`src/rtl/vend_pkg.sv`:
```
// Shared types and reset-time price defaults for the credit vending controller.
package vend_pkg;

   typedef enum logic [1:0] {
      IDLE   = 2'd0,
      VEND   = 2'd1,
      CHANGE = 2'd2
   } vend_state_e;

   localparam int unsigned NUM_DEFAULT_PRICES = 4;
   localparam int unsigned DEFAULT_PRICE_0    = 75;
   localparam int unsigned DEFAULT_PRICE_1    = 20;
   localparam int unsigned DEFAULT_PRICE_2    = 30;
   localparam int unsigned DEFAULT_PRICE_3    = 40;

   // Slots without an explicit default are priced at the maximum representable credit.
   function automatic longint unsigned default_price(input int unsigned idx,
                                                     input int unsigned credit_w);
      case (idx)
         0:       return 64'(DEFAULT_PRICE_0);
         1:       return 64'(DEFAULT_PRICE_1);
         2:       return 64'(DEFAULT_PRICE_2);
         3:       return 64'(DEFAULT_PRICE_3);
         default: return (64'(1) << credit_w) - 64'(1);
      endcase
   endfunction

endpackage

```
`src/rtl/vend_price_table.sv`:
```
// Price register array: one synchronous write port, one combinational read port.
module vend_price_table
   import vend_pkg::*;
#(
   parameter  int unsigned NUM_PRODUCTS = 4,
   parameter  int unsigned CREDIT_W     = 8,
   localparam int unsigned PROD_W       = (NUM_PRODUCTS > 1) ? $clog2(NUM_PRODUCTS) : 1
) (
   input  logic                clk,
   input  logic                reset,
   input  logic                wr_en_i,
   input  logic [PROD_W-1:0]   wr_idx_i,
   input  logic [CREDIT_W-1:0] wr_data_i,
   input  logic [PROD_W-1:0]   rd_idx_i,
   output logic [CREDIT_W-1:0] rd_price_c
);

   logic [CREDIT_W-1:0] price_q [NUM_PRODUCTS];
   logic                wr_ok;
   logic                rd_ok;

   assign wr_ok = 32'(wr_idx_i) < NUM_PRODUCTS;
   assign rd_ok = 32'(rd_idx_i) < NUM_PRODUCTS;

   always_ff @(posedge clk) begin
      if (reset) begin
         for (int unsigned i = 0; i < NUM_PRODUCTS; i++) begin
            price_q[i] <= CREDIT_W'(default_price(i, CREDIT_W));
         end
      end else if (wr_en_i && wr_ok) begin
         price_q[wr_idx_i] <= wr_data_i;
      end
   end

   // Unpopulated indices read as unaffordable.
   assign rd_price_c = rd_ok ? price_q[rd_idx_i] : '1;

endmodule

```
`src/rtl/credit_vend_controller.sv`:
```
// Coin-credit vending controller: accumulates credit, dispenses products, refunds change.
module credit_vend_controller
   import vend_pkg::*;
#(
   parameter  int unsigned NUM_PRODUCTS = 4,
   parameter  int unsigned CREDIT_W     = 8,
   parameter  int unsigned AUTO_CHANGE  = 1,
   localparam int unsigned PROD_W       = (NUM_PRODUCTS > 1) ? $clog2(NUM_PRODUCTS) : 1
) (
   input  logic                    clk,
   input  logic                    reset,
   input  logic                    coin_valid,
   input  logic [CREDIT_W-1:0]     coin_value,
   input  logic                    buy,
   input  logic [PROD_W-1:0]       product,
   input  logic                    cancel,
   input  logic                    price_we,
   input  logic [PROD_W-1:0]       price_idx,
   input  logic [CREDIT_W-1:0]     price_data,
   input  logic                    change_ack,
   output logic [NUM_PRODUCTS-1:0] vend,
   output logic                    error,
   output logic                    coin_reject,
   output logic                    change_valid,
   output logic [CREDIT_W-1:0]     change_amount,
   output logic [CREDIT_W-1:0]     credit,
   output logic                    busy
);

   vend_state_e             state_q, state_d;
   logic [CREDIT_W-1:0]     credit_q, credit_d;
   logic [NUM_PRODUCTS-1:0] vend_q, vend_d;
   logic                    error_q, error_d;
   logic                    coin_reject_q, coin_reject_d;
   logic                    change_valid_q, change_valid_d;
   logic [CREDIT_W-1:0]     change_amount_q, change_amount_d;
   logic                    busy_q, busy_d;

   logic [CREDIT_W-1:0]     price_c;
   logic [CREDIT_W:0]       coin_sum_c;
   logic                    prod_ok_c;

   vend_price_table #(
      .NUM_PRODUCTS (NUM_PRODUCTS),
      .CREDIT_W     (CREDIT_W)
   ) u_price_table (
      .clk        (clk),
      .reset      (reset),
      .wr_en_i    (price_we),
      .wr_idx_i   (price_idx),
      .wr_data_i  (price_data),
      .rd_idx_i   (product),
      .rd_price_c (price_c)
   );

   assign coin_sum_c = {1'b0, credit_q} + {1'b0, coin_value};
   assign prod_ok_c  = 32'(product) < NUM_PRODUCTS;

   always_ff @(posedge clk) begin
      if (reset) begin
         state_q         <= IDLE;
         credit_q        <= '0;
         vend_q          <= '0;
         error_q         <= 1'b0;
         coin_reject_q   <= 1'b0;
         change_valid_q  <= 1'b0;
         change_amount_q <= '0;
         busy_q          <= 1'b0;
      end else begin
         state_q         <= state_d;
         credit_q        <= credit_d;
         vend_q          <= vend_d;
         error_q         <= error_d;
         coin_reject_q   <= coin_reject_d;
         change_valid_q  <= change_valid_d;
         change_amount_q <= change_amount_d;
         busy_q          <= busy_d;
      end
   end

   // Next-state and registered-output decode; in IDLE cancel beats buy beats coin.
   always_comb begin
      state_d       = state_q;
      credit_d      = credit_q;
      vend_d        = '0;
      error_d       = 1'b0;
      coin_reject_d = 1'b0;

      case (state_q)
         IDLE: begin
            if (cancel) begin
               coin_reject_d = coin_valid;
               if (credit_q != '0) state_d = CHANGE;
            end else if (buy) begin
               coin_reject_d = coin_valid;
               if (prod_ok_c && (credit_q >= price_c)) begin
                  vend_d   = NUM_PRODUCTS'(1) << product;
                  credit_d = credit_q - price_c;
                  state_d  = VEND;
               end else begin
                  error_d = 1'b1;
               end
            end else if (coin_valid) begin
               credit_d = coin_sum_c[CREDIT_W] ? '1 : coin_sum_c[CREDIT_W-1:0];
            end
         end
         VEND: begin
            error_d       = buy;
            coin_reject_d = coin_valid;
            state_d       = ((AUTO_CHANGE != 0) && (credit_q != '0)) ? CHANGE : IDLE;
         end
         CHANGE: begin
            error_d       = buy;
            coin_reject_d = coin_valid;
            if (change_ack) begin
               credit_d = '0;
               state_d  = IDLE;
            end
         end
         default: state_d = IDLE;
      endcase

      change_valid_d  = (state_d == CHANGE);
      change_amount_d = change_valid_d ? credit_d : '0;
      busy_d          = (state_d != IDLE);
   end

   assign vend          = vend_q;
   assign error         = error_q;
   assign coin_reject   = coin_reject_q;
   assign change_valid  = change_valid_q;
   assign change_amount = change_amount_q;
   assign credit        = credit_q;
   assign busy          = busy_q;

endmodule

```
`config.mk`:
```
export PLATFORM = sky130hd
export DESIGN_NAME = credit_vend_controller
export DESIGN_NICKNAME = d
export VERILOG_FILES = /design/src/rtl/vend_pkg.sv /design/src/rtl/vend_price_table.sv /design/src/rtl/credit_vend_controller.sv
export SDC_FILE = /design/constraint.sdc
export NUM_CORES = 1
export LEC_CHECK = 0
export ABC_AREA = 0
export CORE_MARGIN = 2
export CORE_UTILIZATION = 50
export CTS_BUF_LIST = sky130_fd_sc_hd__clkbuf_2
export CTS_CLUSTER_SIZE = 16
export DETAILED_ROUTE_END_ITERATION = 8
export PLACE_DENSITY = 0.75
export SLEW_MARGIN = 40
export SYNTH_ARGS = -nofsm -noshare
export SYNTH_HDL_FRONTEND = slang
export SYNTH_SLANG_ARGS = --single-unit
```
`constraint.sdc`:
```
create_clock -name clk -period 6.87 [get_ports clk]
set_input_delay 1.374 -clock clk [delete_from_list [all_inputs] [get_ports clk]]
set_output_delay 1.374 -clock clk [all_outputs]
set_load 0.005 [all_outputs]
```
---- After elaboration in Yosys (flattened, before gate mapping) ----
Memories as Yosys holds them, arrays and structs flattened.
Cells that the tools add are included.
storage, ports and cells
  input bits .............................. 27
  output and inout bits ................... 24
  memories ................................ 1
  flip-flop bits (word level) ............. 26
  logic and storage cells ................. 60
  RAM bits ................................ 32
operators by class
  add/subtract/negate cells ............... 2
  bitwise gates (word level) .............. 4
  mux-type cells .......................... 33
  reductions and logical operators ........ 7
  shifts and indexed selects .............. 1
  equal/unequal tests ..................... 3
  order comparisons ....................... 1
memories
  memory                 depth  bits a word  rd ports  clocked after memory_dff  wr ports  line                    text
  u_price_table.price_q  4      8            1         0                         4         vend_price_table.sv:18  logic [CREDIT_W-1:0] price_q [NUM_PRODUCTS];
operator list
  kind                                                                   count
  8-bit 2-to-1 mux                                                       11
  8-bit one-hot mux with 2 select lines                                  1
  2-bit 2-to-1 mux                                                       7
  1-bit 2-to-1 mux                                                       11
  8-bit by 8-bit adder with 9-bit output                                 1
  8-bit >= comparator                                                    1
  8-bit nonzero test                                                     1
  8-bit OR reduction                                                     1
  8-bit subtractor                                                       1
  2-bit one-hot mux with 3 select lines                                  1
  5-bit OR reduction                                                     1
  2-bit equality test, second input constant                             2
  1-bit inverter                                                         4
  1-bit one-hot mux with 2 select lines                                  2
  2-bit OR reduction                                                     2
  1-bit by 2-bit left shift with 4-bit output, first input constant      1
  2-bit by 1-bit equality test with 1-bit output, second input constant  1
  2-bit logical NOT                                                      1
  2-bit nonzero test                                                     1

---- Longest topological paths before layout ----
Gate-level depths: netlist (run 1).
An unclocked memory read counts as a cell.
  depth in word-level cells ............... 9
  gate-level depth with buffers ........... 11
  mapped depth without buffers ............ 9

---- Cells and area by module ----
Synthesis (run 1) repeated with hierarchy kept, for this count alone.
unflattened totals
  cell total of the unflattened synthesis .. 291
  area, all modules ....................... 3,236.9 µm²
modules (own cells, without submodules)
  module                  times used  area an instance (µm²)  cells each
  credit_vend_controller  1           1,788.0                 207
  vend_price_table        1           1,448.9                 84

---- Least setup slack after synthesis (run 1) ----
OpenSTA, ideal clock, no wires.
  kind .................................... input to register
  start point ............................. in product[0]
  end point ............................... reg change_amount_q[1], in the netlist change_amount[1]
  arrival ................................. 3.807 ns
  setup slack ............................. 2.938 ns
  buffers on the path ..................... 2
  data required time ...................... 6.745 ns
  stages on the path ...................... 11
  cells stage by stage .................... buf_2 -> mux4_2 -> ha_1 -> fa_1 -> nor2b_1 -> o21ai_1 -> a41o_1 -> or2_1 -> buf_6 -> nand3_2 -> nor2_1
between the ends
  longest elaborated chain between the ends .. 9
  elaborated cells on any way between the ends .. 14
  classes of those cells .................. add/sub: 1; order compare: 1; eq/ne: 1; mux: 8; bitwise: 1; reduce/logical: 1; memory: 1
RTL lines
  element                                line                           text
  start, declared                        credit_vend_controller.sv:15   input logic [PROD_W-1:0] product,
  memory read 4 x 8 bit (*)              n/a
  8-bit >= comparator                    credit_vend_controller.sv:96   if (prod_ok_c && (credit_q >= price_c)) begin
  2-bit 2-to-1 mux                       credit_vend_controller.sv:96
  2-bit 2-to-1 mux                       credit_vend_controller.sv:94   end else if (buy) begin
  2-bit 2-to-1 mux                       credit_vend_controller.sv:91   if (cancel) begin
  2-bit one-hot mux with 3 select lines  credit_vend_controller.sv:89   case (state_q)
  2-bit equality test                    credit_vend_controller.sv:123  change_valid_d = (state_d == CHANGE);
  1-bit inverter (no source line)        n/a
  2-bit OR reduction (no source line)    n/a
  end signal, assigned                   credit_vend_controller.sv:76   change_amount_q <= change_amount_d;
  end, declared                          credit_vend_controller.sv:36   logic [CREDIT_W-1:0] change_amount_q, change_amount_d;
Mark *: on every way between the ends. The rest lies on a longest branch, timed or not.
A chain may end at the register's enable or synchronous reset.

---- Worst setup path in the final report (run 1) ----
  start point ............................. in product[0]
  end point ............................... reg change_amount_q[3], in the netlist change_amount[3]
Same word-level chain as after synthesis.

==> results of run 1 <==
power breakdown:
group          switching, uW  internal [uW]  leakage, uW
Clock                    133            120    0.0000795
Sequential              12.9            390     0.000525
Combinational           98.9           92.7     0.000920
Total                    245            603      0.00152
critical path, cell delays in order:
cell	delay [ps]
clkdlybuf4s50_1	910
mux4_2	580
ha_1	220
fa_1	410
nor2b_1	160
o21ai_1	140
a41o_1	320
or2_1	360
nand3_2	240
nor2_1	70
sequential cells by signal (all words and copies together), names as in the netlist:
register and cells:
state_q 2, credit 8, busy 1, change_amount 8
u_price_table.price_q 32, error 1, change_valid 1, coin_reject 1
vend 4
worst max-delay path by stage:
stage | from | endpoint | slack [ps] | cells after the start
2_1_floorplan | product[0] | change_amount[1] | 2940 | 11
3_3_place_gp | product[0] | change_amount[1] | 1970 | 10
3_5_place_dp | product[0] | change_amount[1] | 1900 | 10
4_1_cts | product[0] | change_amount[3] | 2440 | 10
5_1_grt | product[0] | change_amount[5] | 2240 | 10
6_report | product[0] | change_amount[3] | 2460 | 10
cells by family (layout without fill, tap and decap cells):
family | count (synthesis) | in the layout
simple gates | 107 | 107
compound gates | 79 | 79
flops | 58 | 58
buf+inv | 24 | 86
fa+ha+maj | 22 | 22
mux | 9 | 9
xor+xnor | 5 | 5
metal layers:
metal	track usage	wire [um]	vias to the layer above
met1	0.237	2890	1174
met3	0.0506	433	10
met4	0.0895	97	0
met5	0	0	-
li1	-	-	1243
met2	0.361	3530	83
metrics by stage:
| step | area [sq um] | power, uW | utilization |
|---|---|---|---|
| finish | 4000 | 848 | 0.630 |
| floorplan | 3270 | 532 | - |
| global route | 4000 | 891 | 0.630 |
| detailed placement | 3860 | 600 | 0.608 |
| CTS | 4000 | 852 | 0.630 |
| global placement | 3850 | 595 | 0.607 |
placed cells by master, fill, tap and decap left out, types with 3 or more instances in the layout:
master / netlist / final
a21oi_1: 25 / 25
clkdlybuf4s50_1: 0 / 50
o21a_1: 3 / 3
a21o_1: 4 / 4
nor3b_1: 4 / 3
edfxtp_1: 32 / 32
nor3_1: 6 / 5
xor2_1: 3 / 3
and2_1: 21 / 21
nor2_1: 21 / 21
nand2_1: 8 / 8
mux4_2: 8 / 8
a31oi_1: 4 / 4
ha_1: 20 / 20
dfxtp_1: 26 / 26
inv_1: 18 / 18
and3_1: 3 / 3
nand3_1: 4 / 4
o21ai_0: 15 / 15
or2_2: 4 / 4
nor2b_1: 6 / 6
nand2b_1: 15 / 15
clkbuf_2: 0 / 9
final cells by class:
cell class / instances / area, sq um / area share
tap: 77 / 96.3 / 0.0241
sequential: 58 / 1480 / 0.370
timing repair buffer: 52 / 515 / 0.129
inverter: 18 / 67.6 / 0.0169
clock inverter: 7 / 93.8 / 0.0235
multi-input combinational: 222 / 1700 / 0.425
clock buffer: 9 / 45.0 / 0.0113
==> run_results.csv, run 1 <==
group,metric,value,unit
critical_path,r2r_start,"u_price_table.price_q[2][0]",
yosys,synth_compound_area_frac,0.165,
grt,grt_max_degree,21,
final_layout,num_antenna_cells,0,
floorplan,core,0.00635,sq mm
yosys,synth_top_cell_area_share,0.294,
yosys,yosys_most_used_dff,"edfxtp_1",
place,dpl.hpwl,5280,um
place,dp.cells,427,
critical_path,cp_max_fo,12,
sta,final_max_slew_viol_count,0,
yosys,ys_seq_area_frac,0.453,
drt,num_vias,2510,
yosys,synthMuxAreaShare,0.0581,
yosys,ys_ff_latch,58,
yosys,synthCells,304,
power,power.density,212,mW/mm^2
critical_path,worstSetupEndpointType,"register",
place,portBuffers,50,
sta,period_minus_slack,4410,ps
clocking,cts_buffers,9,
floorplan,fp.dieArea,0.00721,sq mm
yosys,synth_common_cells,"edfxtp_1, dfxtp_1, a21oi_1, and2_1, nor2_1",
yosys,avgSynthCellArea,10.8,sq um
place,place_congestion,0.877,
sta,final_hold_viol_count,0,
critical_path,critical_path_class,"in -> reg",
min_path,hold_class,"reg -> reg",
place,dp_slack,1900,ps
drt,drtIter0Drc,155,
run,max_cap_viol_count,0,
floorplan,die_w,84.9,um
drt,wire_per_inst,15.7,um
yosys,yosys_warnings,0,
final_layout,n_fill_cell,517,
floorplan,die_h,84.9,um
drt,drtPass1Iterations,4,
yosys,synth_fa_ha_area_frac,0.0887,
clocking,clkSinkCount,58,
critical_path,crit_arrival,4800,ps
min_path,whs_path_depth,2,
final_layout,syn_to_final_growth,22.3,%
grt,grt_pass1_wl,11700,um
yosys,synth_top_area_cell,"edfxtp_1",
power,vdd_drop_max,0.000116,V
sta,max_slew_margin,0.538,
sta,final.period_utilization,0.642,
clocking,clkLatencyLatePin,500,ps
drt,routed_wl,6950,um
clocking,cts_root_buf,"clkbuf_2",
yosys,synth-simple-area-share,0.191,
clocking,cts_tree,"built",
yosys,yosys.area_share.xor_xnor,0.0134,
floorplan,rows,29,
final_layout,finalNonFillerCells,443,
floorplan,start_util,0.515,
grt,grt_usage,0.205,
sta,skew,41.3,ps
sta,worst_slew_pin_slew,690,ps
sta,grt_setup_unrepaired,"no",
yosys,synth_cell_types,62,
sta,fmax,227,MHz
sta,hold_slack,592,ps
yosys,synth_top_family_by_area,"simple AND/OR/NAND/NOR gates",
drt,ant_nets,0,
min_path,hold-path-endpoint,"change_amount[7]",
grt,grt_pass1_vias,2554,
yosys,synth_edf_count,32,
clocking,htreeDepth,3,
critical_path,r2r_end,"change_amount[3]",
run_status,status,"completed",
yosys,syn_nets,353,
clocking,post_cts_buffers,0,
clocking,postCtsResizedCells,0,
final_layout,drive_gt1_frac,0.120,
sta,fin_ws,2460,ps
grt,grt_overflow_total,0,
drt,avgViaCountPerCell,5.67,
sta,finalSetupViolCount,0,
yosys,syn_area,0.00327,sq mm
sta,setup_tns,0,ps
yosys,synthArstFlopShare,0,
yosys,yosysMostFrequentCell,"edfxtp_1",
min_path,worstHoldStart,"credit[7]",
final_layout,final_nets,410,
critical_path,reg2reg_depth,9,
drt,drc_errors,0,
critical_path,ff2ff_setup_slack,3980,ps
power,p_leak,0.00152,uW
clocking,clock_path_buffers,2,
yosys,synthTopCellsByArea,"edfxtp_1, dfxtp_1, ha_1",
floorplan,pin_count,51,
critical_path,crit_path_start_kind,"input pin",
critical_path,cp.required,7260,ps
clocking,holdBufCountCts,0,
clocking,clk_pin_slew_worst_paths,180,ps
grt,grt_antenna_before_repair,0,
Power figures use the tool's default switching activity.
==> inputs of run 2 (changes only) <==
- clock period: 6.87 -> 4.4 ns (I/O delays scaled with it)
==> run 2 against run 1 <==
Compared with the run above: global-route usage is essentially flat; cell count is 0.90% higher; clock skew down 25 ps; final area decreased by 0.22%; via count fell by 1.7%; worst setup slack worse by 1800 ps; routed wire length decreased by 1.8%; sequential power rose by 56%; count of clock-buffer cells in the layout rose by 2; sequential cell count unchanged; largest cell class unchanged; worst hold slack better by 5.9 ps; highest routed layer unchanged.
==> run_results.csv, run 2 (synthesized netlist as in run 1, its figures left out) <==
group,metric,value,unit
final_layout,n_fill_cell,534,
floorplan,fp.dieArea,0.00721,sq mm
critical_path,worstSetupEndpointType,"register",
drt,route.met3.wl,322,um
clocking,clkLatencyLatePin,480,ps
drt,wire_per_inst,15.3,um
final_layout,utilization,0.629,
clocking,post_cts_buffers,0,
critical_path,critical_path_class,"in -> reg",
critical_path,slowest_delay,600,ps
power,power.density,317,mW/mm^2
final_layout,drive_gt1_frac,0.127,
final_layout,final_nets,414,
drt,routed_wl,6830,um
floorplan,start_util,0.515,
clocking,clk_pin_slew_worst_paths,170,ps
grt,grt_pass1_wl,11600,um
critical_path,crit_family,"buffers and inverters",
drt,num_vias,2467,
final_layout,finalNonFillerCells,447,
place,dpl.hpwl,5300,um
sta,finalSetupViolCount,0,
final_layout,num_antenna_cells,0,
min_path,hold_class,"reg -> reg",
sta,period_minus_slack,3710,ps
floorplan,die_h,84.9,um
final_layout,largest_register_ffs,32,
sta,final_max_slew_viol_count,0,
drt,avgViaCountPerCell,5.52,
clocking,htreeDepth,3,
sta,worst_slew_pin_slew,488,ps
final_layout,mostFrequentLayoutCells,"clkdlybuf4s50_1, edfxtp_1, dfxtp_1, a21oi_1",
grt,grt_overflow_total,0,
critical_path,path_cells,"clkdlybuf4s50_1 -> buf_4 -> mux4_2 -> inv_1 -> ha_1 -> and3_1 -> o21ai_1 -> a41o_1 -> or2_1 -> nand3_2 -> a21oi_1",
floorplan,core,0.00635,sq mm
critical_path,critPathSlowestCell,"clkdlybuf4s50_1",
final_layout,final_common_cell,"clkdlybuf4s50_1",
critical_path,cp.required,4820,ps
sta,fmax,270,MHz
critical_path,critPathBufInv,3,
place,portBuffers,50,
drt,drtIter0Drc,194,
floorplan,die_w,84.9,um
power,vdd_drop_max,0.000272,V
floorplan,rows,29,
place,dp.cells,431,
final_layout,syn_to_final_growth,22.0,%
clocking,holdBufCountCts,0,
floorplan,pin_count,51,
grt,grt_pass1_vias,2500,
drt,wl_met2,3410,um
run_status,status,"completed",
place,place_congestion,0.850,
final_layout,top_register,"u_price_table.price_q",
clocking,clock_path_buffers,2,
sta,final.period_utilization,0.843,
grt,grt_max_degree,21,
drt,ant_nets,0,
critical_path,crit_arrival,4130,ps
grt,grt_usage,0.205,
power,p_leak,0.00153,uW
run,max_cap_viol_count,0,
clocking,cts_tree,"built",
drt,met1_length,2970,um
grt,grt_antenna_before_repair,0,
sta,grt_setup_unrepaired,"no",
clocking,clkSinkCount,58,
drt,dr.max_layer_used,"met4",
drt,drtPass1Iterations,4,
clocking,cts_buffers,9,
drt,drc_errors,0,
sta,skew,16.8,ps
critical_path,cp_max_fo,9,
clocking,postCtsResizedCells,0,
critical_path,crit_path_start_kind,"input pin",
sta,max_slew_margin,0.671,
clocking,cts_root_buf,"clkbuf_2",
sta,setup_tns,0,ps
sta,final_hold_viol_count,0,
[run 2: area by class of cell]
| cell class | count | area [sq um] | share of cell area |
|---|---|---|---|
| well taps | 77 | 96.3 | 0.0241 |
| inverters | 18 | 67.6 | 0.0169 |
| clock buffers | 11 | 55.1 | 0.0138 |
| repair buffers | 56 | 546 | 0.137 |
| clock inverters | 5 | 55.1 | 0.0138 |
| multi-input cells | 222 | 1690 | 0.424 |
| flip-flops and latches | 58 | 1480 | 0.371 |
[run 2: routing by layer]
| layer | vias up | global-route usage |
|---|---|---|
| met2 | 65 | 0.356 |
| met3 | 11 | 0.0467 |
| li1 | 1261 | - |
| met4 | 0 | 0.0924 |
| met1 | 1130 | 0.243 |
| met5 | - | 0 |
[run 2: path summary, 6_finish.rpt]
path                                             startpoint               end  slack (ps)  cells after the start
worst max register to register  u_price_table.price_q[2][0]  change_amount[4]        1390                      9
worst min register to register                    credit[5]  change_amount[5]         600                      2
worst max-delay path                             product[0]  change_amount[5]         690                     11
worst min-delay path                              credit[5]  change_amount[5]         600                      2
[run 2: tightest hold or removal path: stages, from the launching register on]
cell	delay (ps)
dfxtp_1	400
nand3_1	110
a21oi_1	70
[run 2: metrics by stage]
step | hold WS, ps | total power, uW | setup WS [ps] | area (sq um)
final | 598 | 1270 | 693 | 3990
after CTS | 601 | 1280 | 731 | 3990
after global placement | 570 | 932 | 278 | 3880
after detailed placement | 584 | 939 | 204 | 3880
after floorplan | 517 | 831 | 962 | 3270
after global routing | 633 | 1330 | 502 | 3990
[run 2: report_power, final]
| part | switching [uW] | total (uW) | internal [uW] |
|---|---|---|---|
| Sequential | 20.0 | 629 | 609 |
| Combinational | 152 | 299 | 147 |
| Clock | 203 | 337 | 134 |
==> inputs of run 3 (changes only) <==
- PLACE_DENSITY: 0.75 -> 0.78
- clock period: 4.4 -> 3 ns (I/O delays scaled with it)
==> run 3 against run 2 <==
Compared with the run above: final area rose by 7.7%; worst setup slack lost 510 ps; first-iteration DRC count fell by 38%.
==> run_results.csv, run 3 (synthesized netlist as in run 1, its figures left out) <==
group,metric,value,unit
drt,num_vias,2652,
final_layout,syn_to_final_growth,31.4,%
grt,grt_max_degree,15,
critical_path,crit_family,"compound AO/OA/AOI/OAI gates",
clocking,htreeDepth,3,
critical_path,crit_path_start_kind,"input pin",
grt,grt_pass1_vias,2669,
run_status,status,"completed",
floorplan,pin_count,51,
clocking,clock_path_buffers,2,
sta,grt_setup_unrepaired,"no",
sta,period_minus_slack,2820,ps
clocking,post_cts_buffers,0,
floorplan,rows,29,
run,max_cap_viol_count,0,
critical_path,slowest_delay,520,ps
final_layout,finalNonFillerCells,472,
critical_path,crit_cells,10,
final_layout,final_common_cell,"clkdlybuf4s50_1",
clocking,cts_buffers,9,
final_layout,num_antenna_cells,0,
critical_path,reg2reg_depth,9,
critical_path,path_cells,"clkdlybuf4s50_1 -> mux4_2 -> ha_1 -> fa_2 -> nor2b_2 -> o21ai_2 -> a31oi_2 -> o21ai_4 -> and4b_1 -> a211o_1",
power,vdd_drop_max,0.000504,V
drt,drc_errors,0,
power,finalPower,2010,uW
grt,grt_usage,0.210,
critical_path,crit_arrival,3200,ps
power,power.density,468,mW/mm^2
critical_path,ff2ff_setup_slack,260,ps
critical_path,cp_max_fo,9,
power,p_leak,0.00168,uW
floorplan,core,0.00635,sq mm
final_layout,mostFrequentLayoutCells,"clkdlybuf4s50_1, edfxtp_1, buf_4, dfxtp_1, a21oi_1",
sta,final.period_utilization,0.941,
place,place_area,0.00408,sq mm
critical_path,critPathBufInv,1,
drt,drtIter0Drc,121,
clocking,clkSinkCount,58,
final_layout,design_area,0.00430,sq mm
grt,grt_antenna_before_repair,0,
place,portBuffers,50,
critical_path,critPathSlowestCell,"clkdlybuf4s50_1",
sta,final_max_slew_viol_count,0,
clocking,holdBufCountCts,0,
sta,fmax,354,MHz
sta,final_hold_viol_count,0,
clocking,clkLatencyLatePin,480,ps
final_layout,utilization,0.677,
sta,max_slew_margin,0.657,
sta,worst_slew_pin_slew,514,ps
drt,wire_per_inst,15.1,um
place,dp.cells,456,
final_layout,n_fill_cell,481,
grt,grt_pass1_wl,12000,um
min_path,hold_class,"reg -> reg",
clocking,cts_root_buf,"clkbuf_2",
floorplan,start_util,0.515,
drt,drtPass1Iterations,4,
floorplan,die_h,84.9,um
critical_path,cp.required,3380,ps
final_layout,drive_gt1_frac,0.208,
place,dpl.hpwl,5580,um
drt,routed_wl,7140,um
grt,grt_overflow_total,0,
clocking,clk_pin_slew_worst_paths,160,ps
critical_path,worstSetupEndpointType,"register",
min_path,whs_path_depth,2,
clocking,cts_tree,"built",
sta,hold_slack,628,ps
final_layout,top_register,"u_price_table.price_q",
floorplan,fp.dieArea,0.00721,sq mm
place,place_congestion,0.870,
drt,avgViaCountPerCell,5.62,
critical_path,critical_path_class,"in -> reg",
final_layout,final_nets,439,
final_layout,largest_register_ffs,32,
sta,finalSetupViolCount,0,
sta,skew,18.7,ps
floorplan,die_w,84.9,um
drt,ant_nets,0,
run 3: repair_timing:
action,4_1_cts,5_1_grt
resized for setup,8,6
pin swaps,1,1
setup endpoints to repair,17,21
run 3: path summary, 6_finish.rpt:
| path | startpoint | endpoint |
|---|---|---|
| max | product[1] | credit[7] |
| min | credit[5] | credit[5] |
| max reg2reg | u_price_table.price_q[2][0] | credit[7] |
| min reg2reg | credit[5] | credit[5] |
run 3: per-layer routing:
metal,vias up,share of wire,track usage
met5,-,0,0
met4,0,0.018,0.0880
met3,13,0.056,0.0506
met2,76,0.51,0.359
met1,1261,0.42,0.256
li1,1302,-,-
run 3: worst register-to-register path: cells and delay by family, from the launching register on:
family | cells | cell delay, ps
AOI/OAI and AO/OA | 4 | 750
adders and majority gates | 2 | 600
DFF | 1 | 400
muxes | 1 | 480
and+or+nand+nor | 2 | 410
run 3: power breakdown:
group          internal, uW  leakage, uW  switching (uW)  total [uW]
registers               894     0.000525            31.5         925
clock network           280    0.0000758             287         567
logic                   270      0.00108             249         519
total                  1440      0.00168             568        2010
run 3: layout make-up:
type	instances	area [sq um]	area share
clock buffer	11	55.1	0.0128
clock inverter	5	78.8	0.0183
inverter	18	67.6	0.0157
multi-input combinational	222	1780	0.414
sequential	58	1480	0.345
tap	77	96.3	0.0224
timing repair buffer	81	739	0.172
run 3: per-stage QoR:
step	worst slack (ps)	setup TNS, ps
after detailed placement	-628	-13760
final	178	0
after global placement	-564	-11550
after global routing	115	0
after floorplan	31.8	0
after CTS	-24.9	-109
